**src/rtl/c3_layer_sequencer_pkg.sv**
```systemverilog
// Shared definitions for the C3 layer sequencer: state encoding, C3 geometry and
// datapath latency defaults, plus a counter-width helper.
package c3_layer_sequencer_pkg;

  typedef enum logic [2:0] {
    C3_IDLE    = 3'd0,
    C3_ANCHOR  = 3'd1,
    C3_FETCH   = 3'd2,
    C3_COMPUTE = 3'd3,
    C3_DRAIN   = 3'd4,
    C3_DONE    = 3'd5
  } c3_state_e;

  localparam int C3_OUT_W     = 10;
  localparam int C3_OUT_H     = 10;
  localparam int C3_FM_W      = 14;
  localparam int C3_N_KERNEL  = 16;
  localparam int C3_FETCH_CYC = 6;
  localparam int C3_PIPE_LAT  = 3;

  // Width of a counter holding 0..n-1, never narrower than one bit.
  function automatic int c3_cnt_w(input int n);
    return (n > 1) ? $clog2(n) : 1;
  endfunction

endpackage

```
**src/rtl/c3_tag_delay.sv**
```systemverilog
// Fixed-depth shift register carrying {valid, tag} alongside the inner-product
// pipeline; flush clears every valid bit in one cycle.
module c3_tag_delay #(
  parameter int DEPTH = 3,
  parameter int W     = 16
) (
  input  logic         clk,
  input  logic         rst_n,
  input  logic         flush,
  input  logic         in_valid,
  input  logic [W-1:0] in_tag,
  output logic         out_valid,
  output logic [W-1:0] out_tag,
  output logic         any_valid
);

  logic [DEPTH-1:0] vld;
  logic [W-1:0]     tag [DEPTH];

  always_ff @(posedge clk or negedge rst_n) begin
    if (!rst_n) begin
      vld <= '0;
      for (int i = 0; i < DEPTH; i++) tag[i] <= '0;
    end else begin
      vld[0] <= in_valid & ~flush;
      tag[0] <= in_tag;
      for (int i = 1; i < DEPTH; i++) begin
        vld[i] <= vld[i-1] & ~flush;
        tag[i] <= tag[i-1];
      end
    end
  end

  assign out_valid = vld[DEPTH-1];
  assign out_tag   = tag[DEPTH-1];
  assign any_valid = |vld;

endmodule

```
**src/rtl/c3_layer_sequencer.sv**
```systemverilog
// C3 layer sequencer: walks every output anchor, triggers the window fetch,
// issues all kernel indices and writes each returned inner product to the C3 map.
// state   | meaning
// IDLE    | waiting for start
// ANCHOR  | one-cycle anchor_valid for the current (row,col)
// FETCH   | FETCH_CYC cycles while the sub-module assembles the window
// COMPUTE | kernel_idx steps 0..N_KERNEL-1, tags enter the delay line
// DRAIN   | wait for the last tags to leave the delay line
// DONE    | one-cycle done pulse
module c3_layer_sequencer
  import c3_layer_sequencer_pkg::*;
#(
  parameter int OUT_W     = C3_OUT_W,
  parameter int OUT_H     = C3_OUT_H,
  parameter int FM_W      = C3_FM_W,
  parameter int N_KERNEL  = C3_N_KERNEL,
  parameter int FETCH_CYC = C3_FETCH_CYC,
  parameter int PIPE_LAT  = C3_PIPE_LAT,
  parameter int ADDR_W    = 32,
  parameter int WADDR_W   = 16
) (
  input  logic               clk,
  input  logic               rst_n,
  input  logic               start,
  input  logic               abort,
  input  logic [ADDR_W-1:0]  in_base,
  output logic               busy,
  output logic               done,
  output logic               anchor_valid,
  output logic [ADDR_W-1:0]  anchor_addr,
  output logic [7:0]         kernel_idx,
  input  logic [15:0]        ip_data,
  output logic               wr_en,
  output logic [WADDR_W-1:0] wr_addr,
  output logic [15:0]        wr_data
);

  localparam int ROW_W = c3_cnt_w(OUT_H);
  localparam int COL_W = c3_cnt_w(OUT_W);
  localparam int FC_W  = c3_cnt_w(FETCH_CYC);
  localparam int TAG_W = 8 + ROW_W + COL_W;

  localparam logic [2:0] S_IDLE    = C3_IDLE;
  localparam logic [2:0] S_ANCHOR  = C3_ANCHOR;
  localparam logic [2:0] S_FETCH   = C3_FETCH;
  localparam logic [2:0] S_COMPUTE = C3_COMPUTE;
  localparam logic [2:0] S_DRAIN   = C3_DRAIN;
  localparam logic [2:0] S_DONE    = C3_DONE;

  localparam logic [ADDR_W-1:0]  FM_PITCH  = ADDR_W'(FM_W);
  localparam logic [WADDR_W-1:0] ROW_PITCH = WADDR_W'(OUT_W);
  localparam logic [WADDR_W-1:0] K_PITCH   = WADDR_W'(OUT_W * OUT_H);

  // Results must land before the next anchor's first kernel is issued.
  generate
    if (PIPE_LAT < 1 || FETCH_CYC < 1 || PIPE_LAT + 1 > 1 + FETCH_CYC) begin : g_bad_latency
      $error("c3_layer_sequencer: need 1 <= PIPE_LAT <= FETCH_CYC");
    end
    if (N_KERNEL < 1 || N_KERNEL > 256 ||
        64'(OUT_W * OUT_H * N_KERNEL) > (64'd1 << WADDR_W)) begin : g_bad_geometry
      $error("c3_layer_sequencer: output map does not fit WADDR_W or kernel_idx");
    end
  endgenerate

  logic [2:0]         state, state_nx;
  logic [ROW_W-1:0]   row, row_nx;
  logic [COL_W-1:0]   col, col_nx;
  logic [ADDR_W-1:0]  base;
  logic [FC_W-1:0]    fetch_cnt;
  logic               last_k, last_pos;
  logic               tag_out_vld, pipe_busy;
  logic [TAG_W-1:0]   tag_out;
  logic [7:0]         t_k;
  logic [ROW_W-1:0]   t_row;
  logic [COL_W-1:0]   t_col;

  always_comb begin
    last_k   = (kernel_idx == 8'(N_KERNEL - 1));
    last_pos = (row == ROW_W'(OUT_H - 1)) && (col == COL_W'(OUT_W - 1));
    col_nx   = col + COL_W'(1);
    row_nx   = row;
    if (col == COL_W'(OUT_W - 1)) begin
      col_nx = '0;
      row_nx = row + ROW_W'(1);
    end

    state_nx = state;
    case (state)
      S_IDLE:    if (start) state_nx = S_ANCHOR;
      S_ANCHOR:  state_nx = S_FETCH;
      S_FETCH:   if (fetch_cnt == '0) state_nx = S_COMPUTE;
      S_COMPUTE: if (last_k) state_nx = last_pos ? S_DRAIN : S_ANCHOR;
      S_DRAIN:   if (!pipe_busy) state_nx = S_DONE;
      S_DONE:    state_nx = S_IDLE;
      default:   state_nx = S_IDLE;
    endcase
    if (abort) state_nx = S_IDLE;
  end

  always_ff @(posedge clk or negedge rst_n) begin
    if (!rst_n) begin
      state        <= S_IDLE;
      row          <= '0;
      col          <= '0;
      base         <= '0;
      fetch_cnt    <= '0;
      busy         <= 1'b0;
      done         <= 1'b0;
      anchor_valid <= 1'b0;
      anchor_addr  <= '0;
      kernel_idx   <= '0;
    end else begin
      state        <= state_nx;
      busy         <= (state_nx != S_IDLE);
      done         <= (state_nx == S_DONE);
      anchor_valid <= (state_nx == S_ANCHOR);
      kernel_idx   <= (state == S_COMPUTE && state_nx == S_COMPUTE) ? kernel_idx + 8'd1 : 8'd0;

      if (state == S_ANCHOR) fetch_cnt <= FC_W'(FETCH_CYC - 1);
      else if (state == S_FETCH && fetch_cnt != '0) fetch_cnt <= fetch_cnt - FC_W'(1);

      if (state == S_IDLE && state_nx == S_ANCHOR) begin
        base        <= in_base;
        row         <= '0;
        col         <= '0;
        anchor_addr <= in_base;
      end else if (state == S_COMPUTE && state_nx == S_ANCHOR) begin
        row         <= row_nx;
        col         <= col_nx;
        anchor_addr <= base + ADDR_W'(row_nx) * FM_PITCH + ADDR_W'(col_nx);
      end
    end
  end

  c3_tag_delay #(
    .DEPTH (PIPE_LAT),
    .W     (TAG_W)
  ) u_tag_delay (
    .clk       (clk),
    .rst_n     (rst_n),
    .flush     (abort),
    .in_valid  (state == S_COMPUTE),
    .in_tag    ({kernel_idx, row, col}),
    .out_valid (tag_out_vld),
    .out_tag   (tag_out),
    .any_valid (pipe_busy)
  );

  assign {t_k, t_row, t_col} = tag_out;

  // A tag leaving the delay line in the abort cycle is dropped as well.
  always_ff @(posedge clk or negedge rst_n) begin
    if (!rst_n) begin
      wr_en   <= 1'b0;
      wr_addr <= '0;
      wr_data <= '0;
    end else begin
      wr_en <= tag_out_vld & ~abort;
      if (tag_out_vld) begin
        wr_addr <= WADDR_W'(t_k) * K_PITCH + WADDR_W'(t_row) * ROW_PITCH + WADDR_W'(t_col);
        wr_data <= ip_data;
      end
    end
  end

endmodule

```
**config.mk**
```make
export PLATFORM = sky130hd
export DESIGN_NAME = c3_layer_sequencer
export DESIGN_NICKNAME = d
export VERILOG_FILES = /design/src/rtl/c3_layer_sequencer_pkg.sv /design/src/rtl/c3_tag_delay.sv /design/src/rtl/c3_layer_sequencer.sv
export SDC_FILE = /design/constraint.sdc
export NUM_CORES = 1
export LEC_CHECK = 0
export CAP_MARGIN = 10
export CELL_PAD_IN_SITES_DETAIL_PLACEMENT = 1
export CELL_PAD_IN_SITES_GLOBAL_PLACEMENT = 1
export CORE_MARGIN = 2
export CORE_UTILIZATION = 35
export DETAILED_ROUTE_END_ITERATION = 10
export DONT_BUFFER_PORTS = 1
export PLACE_DENSITY_LB_ADDON = 0.1
export SKIP_CTS_REPAIR_TIMING = 1
export SLEW_MARGIN = 10
export SYNTH_ARGS = -nofsm -noshare
export SYNTH_HDL_FRONTEND = slang
export SYNTH_SLANG_ARGS = --single-unit
export TNS_END_PERCENT = 1
```
**constraint.sdc**
```tcl
create_clock -name clk -period 11.4 [get_ports clk]
set_clock_uncertainty 0.1 [all_clocks]
set_input_delay 2.28 -clock clk [delete_from_list [all_inputs] [get_ports clk]]
set_output_delay 2.28 -clock clk [all_outputs]
set_load 0.02 [all_outputs]
```
==> summary.md, run 1 <==
| Metric | Value |
|---|---|
| Max_cap viols | 0 |
| Total core area | 25200 um^2 |
| Cell Count Post-Placement | 1102 |
| Starting density of the core | 35.6% |
| Post-route core utilization | 38.9% |
| NetSw | 542 uW |
| Worst Hold Class | reg -> reg |
| Area enclosed by the die boundary | 26900 um^2 |
| Congestion Overflow GR | 0 |
| Share of synthesized area occupied by flip-flops and latches | 48.3% |
| Clock Path Buffers | 2 |
| Simple-Gate Fraction of Synth Area | 12.0% |
| Global router's overall resource usage | 16.1% |
| Synth Register Bits | 173 |
| Number of distinct standard cells referenced by the synthesized netlist | 71 |
| Layout cell share with drive strength beyond 1 | 14.6% |
| Most Frequent Cell on Critical Path | sky130_fd_sc_hd__ha_1 |
| CP peak stage delay | 0.82 ns |
| Clock period minus final worst setup slack | 5.68 ns |
| Net count of the finished layout | 926 |
| Pint | 1.16 mW |
| Share of synthesized flip-flops with an asynchronous set or reset | 100% |
| Global-route wire length before repair | 34.5 mm |
| Die boundary width | 164 um |
| Cell at the slowest stage of the critical path | sky130_fd_sc_hd__nor4_2 |
| Critical Path RT | 11.60 ns |
| Mean instance size in the synthesized netlist | 11.2 um^2 |
| Max Used Layer | met4 |
| Flip-flop cell with the highest count after synthesis | sky130_fd_sc_hd__dfrtp_1 |
| Finished Cell Area | 9790 um^2 |
| Sw Share | 31.9% |
| Syn Inst Count | 796 |
| Buffers added on ports | 0 |
| Setup TNS | 0 ns |
| Proportion of power drawn by flip-flops and latches | 51.6% |
| Cell family contributing the most delay on the critical path | adder cells |
| Final period util | 49.9% |
| Clk slew on worst S/H paths | 0.07 ns |
| Xor/xnor share of the synthesized area | 5.85% |
| Max Fanout on Critical Path | 9 |
| GPL Wtd Cong | 0.769 |
| Number of clock buffers inserted by TritonCTS | 17 |
| Num Clock Sinks | 173 |
| Post-DR wirelength/cell | 18.0 um |
| Combinational share of power | 14.9% |
| Wire length reported by the detailed router | 20.4 mm |
| Length of routed met2 wiring | 9.91 mm |
| Share of cell area taken by muxes after synthesis | 7.01% |
| Number of H-tree levels | 4 |
| Synth Area in Adders | 12.7% |
| Initial antenna violation count | 0 |
| Number of design rule violations left after detail routing | 0 |
| Count of flip-flops with a built-in enable after synthesis | 0 |
| Standard-cell row count | 58 |
| Total routed wire length on the met1 layer | 9.23 mm |
| Arrival time at the worst endpoint | 5.89 ns |
| Endpoint type of the worst setup path | flop |
| Number of inserted diodes | 0 |
| Via total after detailed routing | 5827 |
| Cells along the critical path | inv_1 -> ha_1 -> nand2_1 -> nor2_1 -> nand2_1 -> xor2_1 -> inv_1 -> fa_1 -> ha_1 -> fa_1 -> a21oi_1 -> a21oi_1 -> ha_1 -> ha_1 -> nor4_2 -> a21oi_1 -> nor4b_1 -> nor3_1 -> o21ai_1 |
| Cell area power density | 174 nW/um^2 |
| Clock tree from TritonCTS | done |
| Maximum number of pins on one net before global-route repair | 174 |
| Clock network fraction of design power | 33.5% |
| Number of hold violations in the final report | 0 |
| Post-detailed-placement cell area | 9220 um^2 |
| Synth Net Count | 931 |
| Vias in the first global route | 6494 |
| Leakage | 4.70 nW |
| Count of placed standard cells in the final layout, fillers left out | 1133 |
| Setup Viol. Count Final | 0 |
| TritonRoute pass-1 iters | 4 |
| Largest vdd supply drop | 73.2 uV |
| Worst path buffer plus inverter count | 2 |
| Y dimension of the die | 164 um |
| Largest family of logic cells by synthesized area | adder cells |
| Synth Area in Compound Gates | 10.3% |
| Result of the run | finished clean |
| Max_slew headroom | 37.1% |
| Number of ports placed on the die boundary | 128 |
| Actual transition at the worst max-transition pin | 0.935 ns |
| Insertion delay of the later-clocked pin in the worst-skew pair | 0.43 ns |
| Worst setup path class | reg -> reg |
| Met3 WL | 997 um |
| Relative area change from synthesis to final layout | 9.35% |
| Final Max Tran Viols | 0 |
| Cell at the root of the clock tree | sky130_fd_sc_hd__clkbuf_16 |
| Half-perimeter wire length after placement | 14.7 mm |
| Worst Setup Start Kind | flop |
| RSZ-0062 raised after global routing | no |
| Count of synthesis-stage warnings from yosys | 0 |
| Number of DRC markers in iteration 0 | 235 |
| Mapped cell area | 8950 um^2 |
| Vias per cell | 5.14 |
| Number of antenna-violating nets in the routed design | 0 |
| Max Fclk | 0.176 GHz |
registers in the layout, summed over array words and instances (netlist names):
| name | flops |
|---|---|
| col | 4 |
| u_tag_delay.tag | 32 |
| u_tag_delay.vld | 3 |
| row | 4 |
| anchor_addr | 32 |
| kernel_idx | 8 |
| wr_en | 1 |
| wr_data | 16 |
| wr_addr | 16 |
| busy | 1 |
| anchor_valid | 1 |
| state | 3 |
| done | 1 |
| fetch_cnt | 3 |
| u_tag_delay.out_tag | 16 |
| base | 32 |
placed cells by master, fill, tap and decap left out, types with 7 or more instances in the layout:
| cell type | count |
|---|---|
| sky130_fd_sc_hd__nand3_1 | 18 |
| sky130_fd_sc_hd__nor2_1 | 65 |
| sky130_fd_sc_hd__a221oi_1 | 7 |
| sky130_fd_sc_hd__inv_1 | 43 |
| sky130_fd_sc_hd__nor3_1 | 11 |
| sky130_fd_sc_hd__o21ai_1 | 24 |
| sky130_fd_sc_hd__ha_1 | 70 |
| sky130_fd_sc_hd__clkbuf_16 | 17 |
| sky130_fd_sc_hd__xnor2_1 | 34 |
| sky130_fd_sc_hd__dfrtp_1 | 173 |
| sky130_fd_sc_hd__mux2_2 | 53 |
| sky130_fd_sc_hd__a211oi_1 | 7 |
| sky130_fd_sc_hd__o21ai_0 | 25 |
| sky130_fd_sc_hd__a21oi_1 | 27 |
| sky130_fd_sc_hd__fa_1 | 13 |
| sky130_fd_sc_hd__nand2_1 | 66 |
| sky130_fd_sc_hd__a21o_1 | 10 |
| sky130_fd_sc_hd__nor2b_1 | 11 |
| sky130_fd_sc_hd__xor2_1 | 24 |
metal layers:
layer  vias to the layer above  global-route usage, %
li1                       2747                      -
met1                      2954                   21.0
met2                       106                   26.9
met3                        20                   3.71
met4                         0                   4.74
met5                         -                      0
power groups by stage:
stage / Combinational, mW / Sequential, mW / Clock [mW]
after global routing: 0.293 / 0.895 / 0.613
final: 0.254 / 0.877 / 0.569
after floorplan: 0.215 / 0.855 / 0
after CTS: 0.259 / 0.881 / 0.587
after global placement: 0.245 / 0.888 / 0
after detailed placement: 0.257 / 0.891 / 0
per-stage QoR:
step / hold WS, ns / power (mW) / worst slack (ns)
final: 0.248 / 1.70 / 5.72
after global routing: 0.255 / 1.80 / 5.09
after CTS: 0.251 / 1.73 / 5.72
after detailed placement: 0.236 / 1.15 / 5.76
after global placement: 0.232 / 1.13 / 5.96
after floorplan: 0.231 / 1.07 / 6.40
worst paths after layout:
path / from / endpoint / slack, ns / cells after the start
setup reg to reg: col[1]$_DFFE_PN0P_ / anchor_addr[23]$_DFFE_PN0P_ / 5.72 / 19
max in group asynchronous: rst_n / kernel_idx[2]$_DFF_PN0_ / 9.39 / 0
setup / recovery: col[1]$_DFFE_PN0P_ / anchor_addr[23]$_DFFE_PN0P_ / 5.72 / 19
hold / removal: u_tag_delay.tag[37]$_DFF_PN0_ / u_tag_delay.tag[21]$_DFF_PN0_ / 0.25 / 0
hold reg to reg: u_tag_delay.tag[37]$_DFF_PN0_ / u_tag_delay.tag[21]$_DFF_PN0_ / 0.25 / 0
min in group asynchronous: rst_n / wr_addr[15]$_DFFE_PN0P_ / 1.45 / 0
cell families (layout without fill, tap and decap cells):
family,Yosys count,count (layout)
and+or+nand+nor,218,218
DFF,173,173
adders and majority gates,83,83
muxes,56,56
buffers and inverters,71,78
AOI/OAI and AO/OA,136,136
xor gates and xnor gates,59,59
worst register-to-register path: cells and delay by family (launching register included):
kind,cells,cell delay (ns)
AOI/OAI and AO/OA,4,0.74
and+or+nand+nor,6,1.74
buffers and inverters,2,0.26
xor gates and xnor gates,1,0.42
DFF,1,0.41
adders and majority gates,6,1.91
Yosys cell counts (7+ instances only):
| cell | count | share of area, % |
|---|---|---|
| sky130_fd_sc_hd__dfrtp_1 | 173 | 48 |
| sky130_fd_sc_hd__ha_1 | 70 | 9.8 |
| sky130_fd_sc_hd__nand2_1 | 66 | 2.8 |
| sky130_fd_sc_hd__nor2_1 | 66 | 2.8 |
| sky130_fd_sc_hd__mux2_2 | 53 | 6.7 |
| sky130_fd_sc_hd__inv_1 | 43 | 1.8 |
| sky130_fd_sc_hd__xnor2_1 | 34 | 3.3 |
| sky130_fd_sc_hd__a21oi_1 | 27 | 1.5 |
| sky130_fd_sc_hd__o21ai_0 | 25 | 1.4 |
| sky130_fd_sc_hd__o21ai_1 | 24 | 1.3 |
| sky130_fd_sc_hd__xor2_1 | 24 | 2.3 |
| sky130_fd_sc_hd__nand3_1 | 18 | 1.0 |
| sky130_fd_sc_hd__fa_1 | 13 | 2.9 |
| sky130_fd_sc_hd__nor2b_1 | 11 | 0.77 |
| sky130_fd_sc_hd__nor3_1 | 11 | 0.61 |
| sky130_fd_sc_hd__a21o_1 | 10 | 0.84 |
| sky130_fd_sc_hd__clkbuf_1 | 9 | 0.38 |
| sky130_fd_sc_hd__a211oi_1 | 7 | 0.59 |
| sky130_fd_sc_hd__a221oi_1 | 7 | 0.68 |
area by class of cell:
type / count / area (um^2)
repair buffers: 3 / 22.5
clock buffers: 20 / 467
inverters: 44 / 165
flip-flops and latches: 173 / 4330
fillers: 2747 / 15400
multi-input cells: 552 / 4290
clock inverters: 11 / 108
well taps: 330 / 413
No activity file was read; power rests on OpenSTA's default activity.
==> inputs of run 2 (changes only) <==
==> constraint.sdc (replaced) <==
create_clock -name clk -period 4.8 [get_ports clk]
set_clock_uncertainty 0.1 [all_clocks]
set_input_delay 0.96 -clock clk [delete_from_list [all_inputs] [get_ports clk]]
set_output_delay 0.96 -clock clk [all_outputs]
set_load 0.02 [all_outputs]
==> summary.md, run 2 (synthesized netlist as in run 1, its figures left out) <==
| Metric | Value |
|---|---|
| Result of the run | finished clean |
| Global-route wire length before repair | 33.6 mm |
| Largest vdd supply drop | 191 uV |
| Most common cell after layout, fill and taps aside | sky130_fd_sc_hd__dfrtp_1 |
| Worst Hold Class | in -> async |
| Combinational share of power | 16.0% |
| Buffers added on ports | 0 |
| Layout cell share with drive strength beyond 1 | 20.2% |
| Num Clock Sinks | 173 |
| Number of hold violations in the final report | 0 |
| Arrival time at the worst endpoint | 4.82 ns |
| Area enclosed by the die boundary | 26900 um^2 |
| Clock network fraction of design power | 33.5% |
| Vias per cell | 5.10 |
| Actual transition at the worst max-transition pin | 0.785 ns |
| TritonRoute pass-1 iters | 4 |
| Pre-CTS setup slack | -0.122 ns |
| Worst setup path class | reg -> reg |
| Pint | 2.72 mW |
| Final Max Tran Viols | 0 |
| Number of DRC markers in iteration 0 | 236 |
| Worst path buffer plus inverter count | 2 |
| Total core area | 25200 um^2 |
| Post-Route Hold Slack | 0.113 ns |
| Reg-to-reg slack, setup | 0.19 ns |
| RSZ-0062 raised after global routing | yes |
| Number of design rule violations left after detail routing | 0 |
| Max Fanout on Critical Path | 7 |
| Number of H-tree levels | 4 |
| Worst reg2reg startpoint | col[1]$_DFFE_PN0P_ |
| Critical Path RT | 5.02 ns |
| Clock tree from TritonCTS | done |
| Most Frequent Cell on Critical Path | sky130_fd_sc_hd__ha_4 |
| Commonest non-fill, non-tap cells in the layout | sky130_fd_sc_hd__dfrtp_1, sky130_fd_sc_hd__nand2_1, sky130_fd_sc_hd__ha_1 |
| Clock Path Buffers | 2 |
| Relative area change from synthesis to final layout | 13.9% |
| Clock period minus final worst setup slack | 4.61 ns |
| Y dimension of the die | 164 um |
| Insertion delay of the later-clocked pin in the worst-skew pair | 0.44 ns |
| Post-route core utilization | 40.5% |
| Setup slack of the critical path after layout | 0.193 ns |
| Regs by FF count | anchor_addr (32), base (32), u_tag_delay.tag (32) |
| Cell area power density | 404 nW/um^2 |
| Clk slew on worst S/H paths | 0.07 ns |
| Leakage | 4.86 nW |
| Max_cap viols | 0 |
| Final period util | 96.0% |
| Post-DR wirelength/cell | 18.0 um |
| Cell at the slowest stage of the critical path | sky130_fd_sc_hd__fa_2 |
| Standard-cell row count | 58 |
| Setup Viol. Count Final | 0 |
| Number of clock buffers inserted by TritonCTS | 17 |
| GPL Wtd Cong | 0.803 |
| Layout fillers | 2729 |
| Wire length reported by the detailed router | 20.9 mm |
| Sw Share | 33.9% |
| CP peak stage delay | 0.47 ns |
| Net count of the finished layout | 950 |
| Number of ports placed on the die boundary | 128 |
| Congestion Overflow GR | 0 |
| Cell at the root of the clock tree | sky130_fd_sc_hd__clkbuf_16 |
| Endpoint type of the worst setup path | flop |
| Half-perimeter wire length after placement | 14.9 mm |
| Starting density of the core | 35.6% |
| Number of inserted diodes | 0 |
| Cell family contributing the most delay on the critical path | adder cells |
| Vias in the first global route | 6454 |
| Reg-to-reg endpoint | anchor_addr[25]$_DFFE_PN0P_ |
| Tot Pwr | 4.12 mW |
| Number of antenna-violating nets in the routed design | 0 |
| Global router's overall resource usage | 16.0% |
| NetSw | 1.40 mW |
| Initial antenna violation count | 0 |
| Proportion of power drawn by flip-flops and latches | 50.5% |
| Max_slew headroom | 47.2% |
| Max Fclk | 0.217 GHz |
| Path depth of the worst reg2reg path | 21 |
| Die boundary width | 164 um |
| Maximum number of pins on one net before global-route repair | 174 |
| Worst Setup Start Kind | flop |
| Via total after detailed routing | 5911 |
| Cells along the critical path | inv_2 -> ha_4 -> nand2_1 -> nor2_2 -> nand2_2 -> xor2_2 -> inv_2 -> fa_2 -> ha_4 -> fa_2 -> a21oi_2 -> a21oi_1 -> ha_1 -> ha_4 -> or3_1 -> a31oi_2 -> or2_4 -> a21oi_4 -> a31o_2 -> a21oi_1 -> o21ai_1 |
[run 2: cell types whose count changed in the layout (fill, tap and decap cells not counted), sizes merged]
cell	change
buf	+23
clkinv	+6
clkinvlp	-5
inv	+4
clkbuf	-2
bufinv	-1
[run 2: per-stage QoR]
stage | setup TNS, ns | instances | instance area [um^2]
4_1_cts | -0.562 | 1152 | 9970
3_5_place_dp | -0.390 | 1120 | 9380
6_report | 0 | 1158 | 10200
5_1_grt | -0.529 | 1158 | 10200
3_3_place_gp | 0 | 1120 | 9380
2_1_floorplan | 0 | 796 | 8970
[run 2: power by group through the flow]
stage / Combinational [mW] / Clock (mW) / Sequential (mW)
finish: 0.657 / 1.38 / 2.08
global route: 0.747 / 1.47 / 2.12
CTS: 0.647 / 1.43 / 2.08
global placement: 0.605 / 0 / 2.10
detailed placement: 0.643 / 0 / 2.11
floorplan: 0.514 / 0 / 2.03
[run 2: worst register-to-register path: cells and delay by family, from the launching register on]
family                     cells  cell delay [ns]
AOI/OAI and AO/OA              7             1.01
xor gates and xnor gates       1             0.18
adders and majority gates      6             1.72
buffers and inverters          2             0.16
DFF                            1             0.40
and+or+nand+nor                5             0.92
[run 2: cell type report]
type / instances / area, um^2 / area share [%]
clock inverters: 15 / 168 / 1.64
repair buffers: 27 / 233 / 2.28
well taps: 330 / 413 / 4.05
inverters: 44 / 165 / 1.62
multi-input cells: 552 / 4470 / 43.8
flip-flops and latches: 173 / 4330 / 42.4
clock buffers: 17 / 425 / 4.17
[run 2: routing by layer]
metal  up-vias  global-route usage, %  part of all wire, %
li1       2803                      -                    -
met1      2968                   20.5                   45
met2       115                   26.5                   48
met3        25                   3.66                  5.1
met4         0                   5.42                  1.8
met5         -                      0                    0
[run 2: worst max-delay path by stage]
stage	slack [ns]	cells past startpoint	to	startpoint
after floorplan	0.03	21	anchor_addr[25]$_DFFE_PN0P_	col[1]$_DFFE_PN0P_
after global placement	0.07	21	anchor_addr[23]$_DFFE_PN0P_	col[1]$_DFFE_PN0P_
after detailed placement	-0.12	21	anchor_addr[23]$_DFFE_PN0P_	col[1]$_DFFE_PN0P_
after CTS	-0.15	21	anchor_addr[23]$_DFFE_PN0P_	col[1]$_DFFE_PN0P_
after global routing	-0.08	22	anchor_addr[30]$_DFFE_PN0P_	col[1]$_DFFE_PN0P_
final	0.19	21	anchor_addr[25]$_DFFE_PN0P_	col[1]$_DFFE_PN0P_
==> inputs of run 3 (changes only) <==
--- a/config.mk
+++ b/config.mk
@@ -10,6 +10,7 @@
 export CELL_PAD_IN_SITES_GLOBAL_PLACEMENT = 1
 export CORE_MARGIN = 2
 export CORE_UTILIZATION = 35
+export CTS_CLUSTER_SIZE = 24
 export DETAILED_ROUTE_END_ITERATION = 10
 export DONT_BUFFER_PORTS = 1
 export PLACE_DENSITY_LB_ADDON = 0.1
==> results of run 3 <==
Same layout as run 2: the final DEF is identical, and so are final timing and power.
